## config.mk

```make
export PLATFORM = sky130hd
export DESIGN_NAME = branch_redirect_ctrl_flat
export DESIGN_NICKNAME = d
export VERILOG_FILES = /design/src/rtl/branch_redirect_ctrl_if.sv /design/src/rtl/branch_redirect_ctrl.sv /design/src/flat_wrapper.sv
export SDC_FILE = /design/constraint.sdc
export NUM_CORES = 1
export LEC_CHECK = 0
export CAP_MARGIN = 15
export CORE_MARGIN = 5
export CORE_UTILIZATION = 53
export DETAILED_ROUTE_END_ITERATION = 16
export PLACE_DENSITY = 0.85
export SLEW_MARGIN = 20
export SYNTH_ARGS = -nofsm -noshare
export SYNTH_HDL_FRONTEND = slang
export SYNTH_SLANG_ARGS = --single-unit
export TNS_END_PERCENT = 30
```

## constraint.sdc

```tcl
create_clock -name clk -period 7 [get_ports clk]
set_clock_uncertainty 0.05 [all_clocks]
set_input_delay 1.4 -clock clk [delete_from_list [all_inputs] [get_ports clk]]
set_output_delay 1.4 -clock clk [all_outputs]
set_load 0.01 [all_outputs]
```

## src/rtl/branch_redirect_ctrl_if.sv

```systemverilog
// Branch resolution handshake between EX and the redirect controller,
// plus the redirect/flush outputs and perf counters it returns.
interface branch_redirect_ctrl_if #(
    parameter int XLEN  = 32,
    parameter int CNT_W = 16
);
    logic             br_valid;
    logic             br_ready;
    logic             br_is_branch;
    logic             br_taken;
    logic             br_pred_taken;
    logic [XLEN-1:0]  br_pc;
    logic [XLEN-1:0]  br_imm;
    logic             redirect_valid;
    logic [XLEN-1:0]  redirect_pc;
    logic             flush;
    logic             stall_if;
    logic [CNT_W-1:0] branch_cnt;
    logic [CNT_W-1:0] mispred_cnt;

    modport master (
        output br_valid, br_is_branch, br_taken, br_pred_taken, br_pc, br_imm,
        input  br_ready, redirect_valid, redirect_pc, flush, stall_if,
               branch_cnt, mispred_cnt
    );

    modport slave (
        input  br_valid, br_is_branch, br_taken, br_pred_taken, br_pc, br_imm,
        output br_ready, redirect_valid, redirect_pc, flush, stall_if,
               branch_cnt, mispred_cnt
    );
endinterface

```

## src/rtl/branch_redirect_ctrl.sv

```systemverilog
// Branch mispredict detection: one-cycle redirect to IF followed by a
// FLUSH_DEPTH-cycle squash/stall of younger stages, with saturating perf counters.
module branch_redirect_ctrl #(
    parameter int XLEN        = 32,
    parameter int FLUSH_DEPTH = 2,
    parameter int CNT_W       = 16
) (
    input  logic                  clk,
    input  logic                  rst,
    branch_redirect_ctrl_if.slave bus
);
    typedef enum logic [1:0] {S_IDLE, S_REDIRECT, S_FLUSH} state_t;

    localparam int FCW = (FLUSH_DEPTH > 2) ? $clog2(FLUSH_DEPTH) : 1;
    localparam logic [FCW-1:0] FCNT_LOAD = FCW'((FLUSH_DEPTH > 1) ? FLUSH_DEPTH - 2 : 0);

    state_t           r_state;
    logic [FCW-1:0]   r_fcnt;
    logic             r_redirect_valid;
    logic [XLEN-1:0]  r_redirect_pc;
    logic             r_flush;
    logic             r_stall_if;
    logic [CNT_W-1:0] r_branch_cnt;
    logic [CNT_W-1:0] r_mispred_cnt;

    logic             w_ready;
    logic             w_br_acc;
    logic             w_mispred;
    logic [XLEN-1:0]  w_target;

    assign w_ready   = (r_state == S_IDLE) & ~rst;
    assign w_br_acc  = bus.br_valid & w_ready & bus.br_is_branch;
    assign w_mispred = w_br_acc & (bus.br_taken ^ bus.br_pred_taken);
    // XLEN-wide adds wrap modulo 2^XLEN; bit 0 of the target is passed through as-is
    assign w_target  = bus.br_taken ? (bus.br_pc + bus.br_imm) : (bus.br_pc + XLEN'(4));

    always_ff @(posedge clk or posedge rst) begin
        if (rst) begin
            r_state          <= S_IDLE;
            r_fcnt           <= '0;
            r_redirect_valid <= 1'b0;
            r_redirect_pc    <= '0;
            r_flush          <= 1'b0;
            r_stall_if       <= 1'b0;
            r_branch_cnt     <= '0;
            r_mispred_cnt    <= '0;
        end else begin
            case (r_state)
                S_IDLE: begin
                    if (w_br_acc && !(&r_branch_cnt))
                        r_branch_cnt <= r_branch_cnt + CNT_W'(1);
                    if (w_mispred) begin
                        if (!(&r_mispred_cnt))
                            r_mispred_cnt <= r_mispred_cnt + CNT_W'(1);
                        r_redirect_pc    <= w_target;
                        r_redirect_valid <= 1'b1;
                        r_flush          <= 1'b1;
                        r_stall_if       <= 1'b1;
                        r_state          <= S_REDIRECT;
                    end
                end
                S_REDIRECT: begin
                    r_redirect_valid <= 1'b0;
                    if (FLUSH_DEPTH > 1) begin
                        r_fcnt  <= FCNT_LOAD;
                        r_state <= S_FLUSH;
                    end else begin
                        r_flush    <= 1'b0;
                        r_stall_if <= 1'b0;
                        r_state    <= S_IDLE;
                    end
                end
                S_FLUSH: begin
                    if (r_fcnt == '0) begin
                        r_flush    <= 1'b0;
                        r_stall_if <= 1'b0;
                        r_state    <= S_IDLE;
                    end else begin
                        r_fcnt <= r_fcnt - FCW'(1);
                    end
                end
                default: begin
                    r_redirect_valid <= 1'b0;
                    r_flush          <= 1'b0;
                    r_stall_if       <= 1'b0;
                    r_state          <= S_IDLE;
                end
            endcase
        end
    end

    assign bus.br_ready       = w_ready;
    assign bus.redirect_valid = r_redirect_valid;
    assign bus.redirect_pc    = r_redirect_pc;
    assign bus.flush          = r_flush;
    assign bus.stall_if       = r_stall_if;
    assign bus.branch_cnt     = r_branch_cnt;
    assign bus.mispred_cnt    = r_mispred_cnt;
endmodule
```

## src/flat_wrapper.sv

```systemverilog
// flat-port wrapper written by rule: the top's interface ports become plain ports
module branch_redirect_ctrl_flat 
#(
    parameter int XLEN        = 32,
    parameter int FLUSH_DEPTH = 2,
    parameter int CNT_W       = 16
)
  (clk, rst, bus_br_valid, bus_br_is_branch, bus_br_taken, bus_br_pred_taken, bus_br_pc, bus_br_imm, bus_br_ready, bus_redirect_valid, bus_redirect_pc, bus_flush, bus_stall_if, bus_branch_cnt, bus_mispred_cnt);
  branch_redirect_ctrl_if #(.XLEN(XLEN), .CNT_W(CNT_W)) bus_i ();
  input  logic clk;
  input  logic rst;
  input wire logic [$bits(bus_i.br_valid)-1:0] bus_br_valid;
  input wire logic [$bits(bus_i.br_is_branch)-1:0] bus_br_is_branch;
  input wire logic [$bits(bus_i.br_taken)-1:0] bus_br_taken;
  input wire logic [$bits(bus_i.br_pred_taken)-1:0] bus_br_pred_taken;
  input wire logic [$bits(bus_i.br_pc)-1:0] bus_br_pc;
  input wire logic [$bits(bus_i.br_imm)-1:0] bus_br_imm;
  output wire logic [$bits(bus_i.br_ready)-1:0] bus_br_ready;
  output wire logic [$bits(bus_i.redirect_valid)-1:0] bus_redirect_valid;
  output wire logic [$bits(bus_i.redirect_pc)-1:0] bus_redirect_pc;
  output wire logic [$bits(bus_i.flush)-1:0] bus_flush;
  output wire logic [$bits(bus_i.stall_if)-1:0] bus_stall_if;
  output wire logic [$bits(bus_i.branch_cnt)-1:0] bus_branch_cnt;
  output wire logic [$bits(bus_i.mispred_cnt)-1:0] bus_mispred_cnt;
  assign bus_i.br_valid = bus_br_valid;
  assign bus_i.br_is_branch = bus_br_is_branch;
  assign bus_i.br_taken = bus_br_taken;
  assign bus_i.br_pred_taken = bus_br_pred_taken;
  assign bus_i.br_pc = bus_br_pc;
  assign bus_i.br_imm = bus_br_imm;
  assign bus_br_ready = bus_i.br_ready;
  assign bus_redirect_valid = bus_i.redirect_valid;
  assign bus_redirect_pc = bus_i.redirect_pc;
  assign bus_flush = bus_i.flush;
  assign bus_stall_if = bus_i.stall_if;
  assign bus_branch_cnt = bus_i.branch_cnt;
  assign bus_mispred_cnt = bus_i.mispred_cnt;
  branch_redirect_ctrl #(.XLEN(XLEN), .FLUSH_DEPTH(FLUSH_DEPTH), .CNT_W(CNT_W)) u_core (.clk(clk), .rst(rst), .bus(bus_i));
endmodule
```

## Yosys cells after proc, flatten, opt, wreduce, memory -nomap -nowiden

Index checks and enable logic that the tools add are counted.

| cells by class | value |
|---|---|
| div/mod/pow operators | 0 |
| reduce and logical (&&, ||, !) cells | 12 |
| add/sub/neg operators | 5 |
| shift-type cells | 0 |
| mux-type cells | 10 |
| eq/ne operators | 4 |
| $lt $le $gt $ge | 0 |
| multipliers | 0 |
| bitwise gates (word level) | 9 |

Operators by type and width:

| kind | count |
|---|---|
| 16-bit by 1-bit adder with 16-bit output (second input constant) | 2 |
| 32-bit by 3-bit adder with 32-bit output (second input constant) | 1 |
| 32-bit adder | 1 |
| 32-bit 2-to-1 mux | 1 |
| 16-bit AND reduction | 2 |
| 2-bit AND reduction | 4 |
| 2-bit one-hot mux with 3 select lines | 1 |
| 3-bit AND reduction | 2 |
| 1-bit bitwise AND | 4 |
| 2-bit 2-to-1 mux | 2 |
| 1-bit inverter | 4 |
| 1-bit one-hot mux with 2 select lines | 2 |
| 1-bit 2-to-1 mux | 3 |
| 1-bit one-hot mux with 3 select lines | 1 |
| 2-bit by 1-bit equality test with 1-bit output (second input constant) | 1 |
| 2-bit equality test (second input constant) | 1 |
| 2-bit logical NOT | 1 |
| 2-bit by 1-bit inequality test with 1-bit output (second input constant) | 1 |
| 2-bit inequality test (second input constant) | 1 |
| 2-bit nonzero test | 1 |
| 1-bit logical AND | 1 |
| 1-bit logical NOT | 1 |
| 1-bit subtractor (second input constant) | 1 |
| 1-bit XOR | 1 |

| word-level totals | value |
|---|---|
| bits of input ports | 70 |
| flip-flop bits (word level) | 69 |
| memories kept | 0 |
| memory bits (read-only) | 0 |
| output and inout bits | 68 |
| word-level logic and storage cells | 47 |
| bits in latches | 0 |
| memory bits (writable) | 0 |

## Depth between registers and ports, before layout

| depth | value |
|---|---|
| depth in word-level cells | 7 |
| depth in mapped cells | 11 |
| depth with buffers taken out | 11 |

## Worst setup path after synthesis

Ideal clock, no wire load.

| timing path | value |
|---|---|
| path kind | in2reg |
| start point | input bus_br_imm[0] |
| end point | register u_core.r_redirect_pc[30], in the netlist u_core.bus.redirect_pc[30] |
| data required time | 6823 ps |
| cell stages on the path | 11 |
| path buffers | 0 |
| path slack | 3048 ps |
| data arrival time | 3775 ps |
| library setup time | 127 ps |
| cell sequence | ha_1 -> fa_1 -> a21oi_1 -> o211ai_1 -> a2111oi_2 -> nor3_2 -> a31oi_4 -> o31ai_4 -> a311oi_1 -> nor4_1 -> nand3b_1 |

| between the ends | value |
|---|---|
| word-level cells in the longest chain between the ends | 2 |

Ends and longest elaborated chain:

| element | RTL line | RTL |
|---|---|---|
| from (decl) | flat_wrapper.sv:17 | `input wire logic [$bits(bus_i.br_imm)-1:0] bus_br_imm;` |
| 32-bit adder | branch_redirect_ctrl.sv:35 | `assign w_target = bus.br_taken ? (bus.br_pc + bus.br_imm) : (bus.br_pc + XLEN'(4));` |
| 32-bit 2-to-1 mux | branch_redirect_ctrl.sv:35 |  |
| to (signal assigned) | branch_redirect_ctrl.sv:55 | `r_redirect_pc <= w_target;` |
| to (decl) | branch_redirect_ctrl.sv:20 | `logic [XLEN-1:0] r_redirect_pc;` |

No other way between the ends.
A chain may end at the register's enable or synchronous reset.

## Final worst setup path

| timing path | value |
|---|---|
| start point | input bus_br_pc[0] |
| end point | register u_core.r_redirect_pc[30], in the netlist u_core.bus.redirect_pc[30] |

| between the ends | value |
|---|---|
| word-level cells in the longest chain between the ends | 2 |
| elaborated cells on any way between the ends | 3 |
| those cells by class | add/sub (2); mux (1) |

Ends and longest elaborated chain:

| element | RTL line | RTL |
|---|---|---|
| from (decl) | flat_wrapper.sv:16 | `input wire logic [$bits(bus_i.br_pc)-1:0] bus_br_pc;` |
| 32-bit by 3-bit adder with 32-bit output or 32-bit adder (tied branches) | branch_redirect_ctrl.sv:35 |  |
| 32-bit 2-to-1 mux (*) | branch_redirect_ctrl.sv:35 |  |

Every way passes the cells marked *; elsewhere a longest branch is shown, timed or not.

==> flow_summary_export.csv <==
group,metric,value,unit
synthesis,synth_common_cells,"70 x nand2_1, 68 x dfrtp_1, 52 x nor2_1",
synthesis,syn_area,5040,sq um
power_and_ir_drop,p_sw_share,32.1,%
timing,period_share,63.1,%
timing,hold_viol,0,
power_and_ir_drop,share_comb_of_total_power,36.9,%
worst_setup_path,slowest_delay,450,ps
synthesis,ys_seq_elements,68,
route,first_pass_iters,7,
worst_setup_path,required,7170,ps
route,antenna_left,0,
power_and_ir_drop,peakVddDrop,0.000128,V
worst_setup_path,crit_fanout,4,
clock_tree,cts_resized,0,
timing,tightestPinTransition,1060,ps
clock_tree,postCtsSetupRepairBufs,0,
timing,period_minus_slack,4420,ps
timing,rsz0062_at_grt,"false",
power_and_ir_drop,p_sw,470,uW
worst_setup_path,crit_type,"primary input to flip-flop",
floorplan,io_pins,138,
synthesis,synth_edf_count,0,
worst_setup_path,crit_path_top_delay_cell,"clkdlybuf4s50_1",
cells_and_area,nNetsFinal,823,
global_routing,overflow,0,
synthesis,yosysMostFrequentCell,"nand2_1",
clock_tree,htree_levels,3,
synthesis,syn_area_per_cell,8.57,sq um
synthesis,netlist.area_leader.share,33.8,%
route,drt_iter0_drc,250,
synthesis,synthFlopType,"dfrtp_1",
worst_setup_path,worst-path-buf-inv,1,
route,detail_route.wl_per_cell,15.8,um
run_status,status,"completed",
job,maxCapViolCount,0,
clock_tree,clockRootBuffer,"clkbuf_8",
global_routing,grt_pass1_wl,22.1,mm
power_and_ir_drop,powerDensity,217,nW/um^2
route,vias,4786,
floorplan,core-area,9240,sq um
floorplan,die_w,107,um
timing,setup_violations,0,
placement,io_buffers,137,
global_routing,grtUsageTotal,23.3,%
clock_tree,cts_tree,"yes",
clock_tree,insertion_delay,340,ps
synthesis,ys_seq_area_share,33.8,%
worst_setup_path,crit_path_start_kind,"primary input",
floorplan,die-height,107,um
floorplan,die_area,11600,sq um
route,remaining_drc_errors,0,
synthesis,synthArstFlopShare,100,%
placement,place.gp.congestion,0.934,
synthesis,yosys.cell_types.count,58,
cells_and_area,drive_above_1_share,4.70,%
worst_setup_path,crit_chain,"clkdlybuf4s50_1 > ha_1 > fa_1 > a21oi_1 > o211ai_1 > a2111oi_2 > nor3_2 > a31oi_4 > o31ai_4 > a311oi_1 > nor4_1 > nand3b_1",
timing,fin_tns_setup,0,ps
clock_tree,clk_path_buf_depth,2,
route,drt_wl_total,13.4,mm
power_and_ir_drop,leakagePower,2.89,nW
floorplan,core.rowCount,35,
worst_hold_path,hold_class,"flip-flop to flip-flop",
synthesis,syn-num-nets,693,
power_and_ir_drop,power_frac_seq,36.6,%
synthesis,yosys_warnings,0,
floorplan,start_util,54.5,%
power_and_ir_drop,power.internal,991,uW
clock_tree,hold_buffers,0,
placement,post-dp-hpwl,10.8,mm
timing,slew_viol_final,0,
clock_tree,clock_sinks,68,
clock_tree,cts_buffers,9,
route,viasPerCell,5.62,
power_and_ir_drop,power_frac_clock,26.6,%
synthesis,ys_top_cells_by_area,"dfrtp_1 34%, ha_1 8.4%, xor2_1 7.8%",
worst_setup_path,critPathTopFamily,"compound AO/OA/AOI/OAI gates",
power_and_ir_drop,p_total,1.46,mW
timing,max_freq,226,MHz
global_routing,antenna_found_initial,0,
clock_tree,clk_pin_slew_worst_paths,80,ps
global_routing,grt_pass1_vias,4689,
worst_setup_path,endpoint_kind,"flip-flop",
timing,max_slew_margin,29.4,%
cells_and_area,n_antenna_cell,0,
worst_setup_path,arrival,4590,ps
synthesis,yosys.area.top_type,"dfrtp_1",
synthesis,synthCells,588,
global_routing,grt_max_degree,57,
cells_and_area,syn_to_final_growth,33.8,%
[final cells by class]
class,count,area [sq um]
Clock inverter,6,113
Fill cell,733,2500
Multi-Input combinational cell,483,3190
Inverter,17,63.8
Tap cell,129,161
Timing Repair Buffer,139,1380
Clock buffer,10,128
Sequential cell,68,1700
[power by group through the flow]
stage	Combinational [mW]	Sequential, mW	Clock, mW
3_3_place_gp	0.525	0.537	0
3_5_place_dp	0.539	0.542	0
2_1_floorplan	0.234	0.565	0
4_1_cts	0.542	0.535	0.394
5_1_grt	0.587	0.547	0.410
6_report	0.539	0.534	0.388
[kinds of logic after synthesis]
family / count (synthesis) / share of synthesized area (%)
compound gates: 149 / 18.9
fa+ha+maj: 35 / 8.84
mux: 6 / 1.24
flops: 68 / 33.8
xor+xnor: 80 / 13.9
simple gates: 213 / 20.5
buf+inv: 37 / 2.83
[registers in the layout, indices dropped and copies added (netlist names)]
signal and count:
u_core.bus.mispred_cnt 16, u_core.bus.flush 1, u_core.bus.redirect_pc 32, u_core.r_state 2, u_core.bus.redirect_valid 1, u_core.bus.branch_cnt 16
[through the flow]
| stage | cells | instance area (sq um) | utilization [%] | hold WS (ps) | worst slack, ps |
|---|---|---|---|---|---|
| after floorplan | 588 | 5040 | - | 371 | 3050 |
| after global placement | 836 | 6500 | 70.4 | 388 | 2390 |
| after detailed placement | 836 | 6500 | 70.4 | 391 | 2280 |
| after CTS | 852 | 6740 | 73.0 | 401 | 2640 |
| after global routing | 852 | 6740 | 73.0 | 418 | 2480 |
| final | 852 | 6740 | 73.0 | 400 | 2580 |
[cells in the final DEF (no fill, tap or decap), types with 4 or more instances in the layout]
| cell | n |
|---|---|
| clkdlybuf4s50_1 | 136 |
| nand2_1 | 70 |
| dfrtp_1 | 68 |
| nor2_1 | 52 |
| a21oi_1 | 51 |
| xor2_1 | 45 |
| o21ai_0 | 43 |
| xnor2_1 | 35 |
| ha_1 | 34 |
| nand3_1 | 25 |
| inv_1 | 16 |
| and3_1 | 14 |
| nand4_1 | 13 |
| clkbuf_8 | 9 |
| nor3_1 | 8 |
| a21o_1 | 8 |
| and4_1 | 6 |
| nor2b_1 | 6 |
| o21bai_1 | 5 |
| a31oi_1 | 5 |
| a22oi_1 | 5 |
| and2_1 | 4 |
| o211ai_1 | 4 |
| mux2i_1 | 4 |
[routing by layer]
layer / global-route usage (%) / routed length [um]
met5: 0 / 0
met4: 6.04 / 203
met3: 4.14 / 775
met2: 39.6 / 6610
met1: 30.7 / 5860
[worst register-to-register path, stage by stage, from the launching register on]
cell and delay, ps:
dfrtp_1 450, and3_1 180, and4_1 240, and4_1 240
nand3_1 120, nor3_1 80, or4b_1 650, nor3_1 220
xor2_1 160
[path summary, 6_finish.rpt]
kind	cells past startpoint	slack (ps)	startpoint	end
worst min register to register	1	400	u_core.r_state[1]$_DFFE_PP0P_	u_core.r_state[1]$_DFFE_PP0P_
max in group asynchronous	3	4550	rst	u_core.bus.mispred_cnt[14]$_DFFE_PP0P_
worst max register to register	8	4530	u_core.bus.branch_cnt[4]$_DFFE_PP0P_	u_core.bus.branch_cnt[8]$_DFFE_PP0P_
min in group asynchronous	2	1400	rst	u_core.bus.redirect_pc[0]$_DFFE_PP0P_
worst max-delay path	12	2580	bus_br_pc[0]	u_core.bus.redirect_pc[30]$_DFFE_PP0P_
worst min-delay path	1	400	u_core.r_state[1]$_DFFE_PP0P_	u_core.r_state[1]$_DFFE_PP0P_
(Power assumes the default switching activity.)
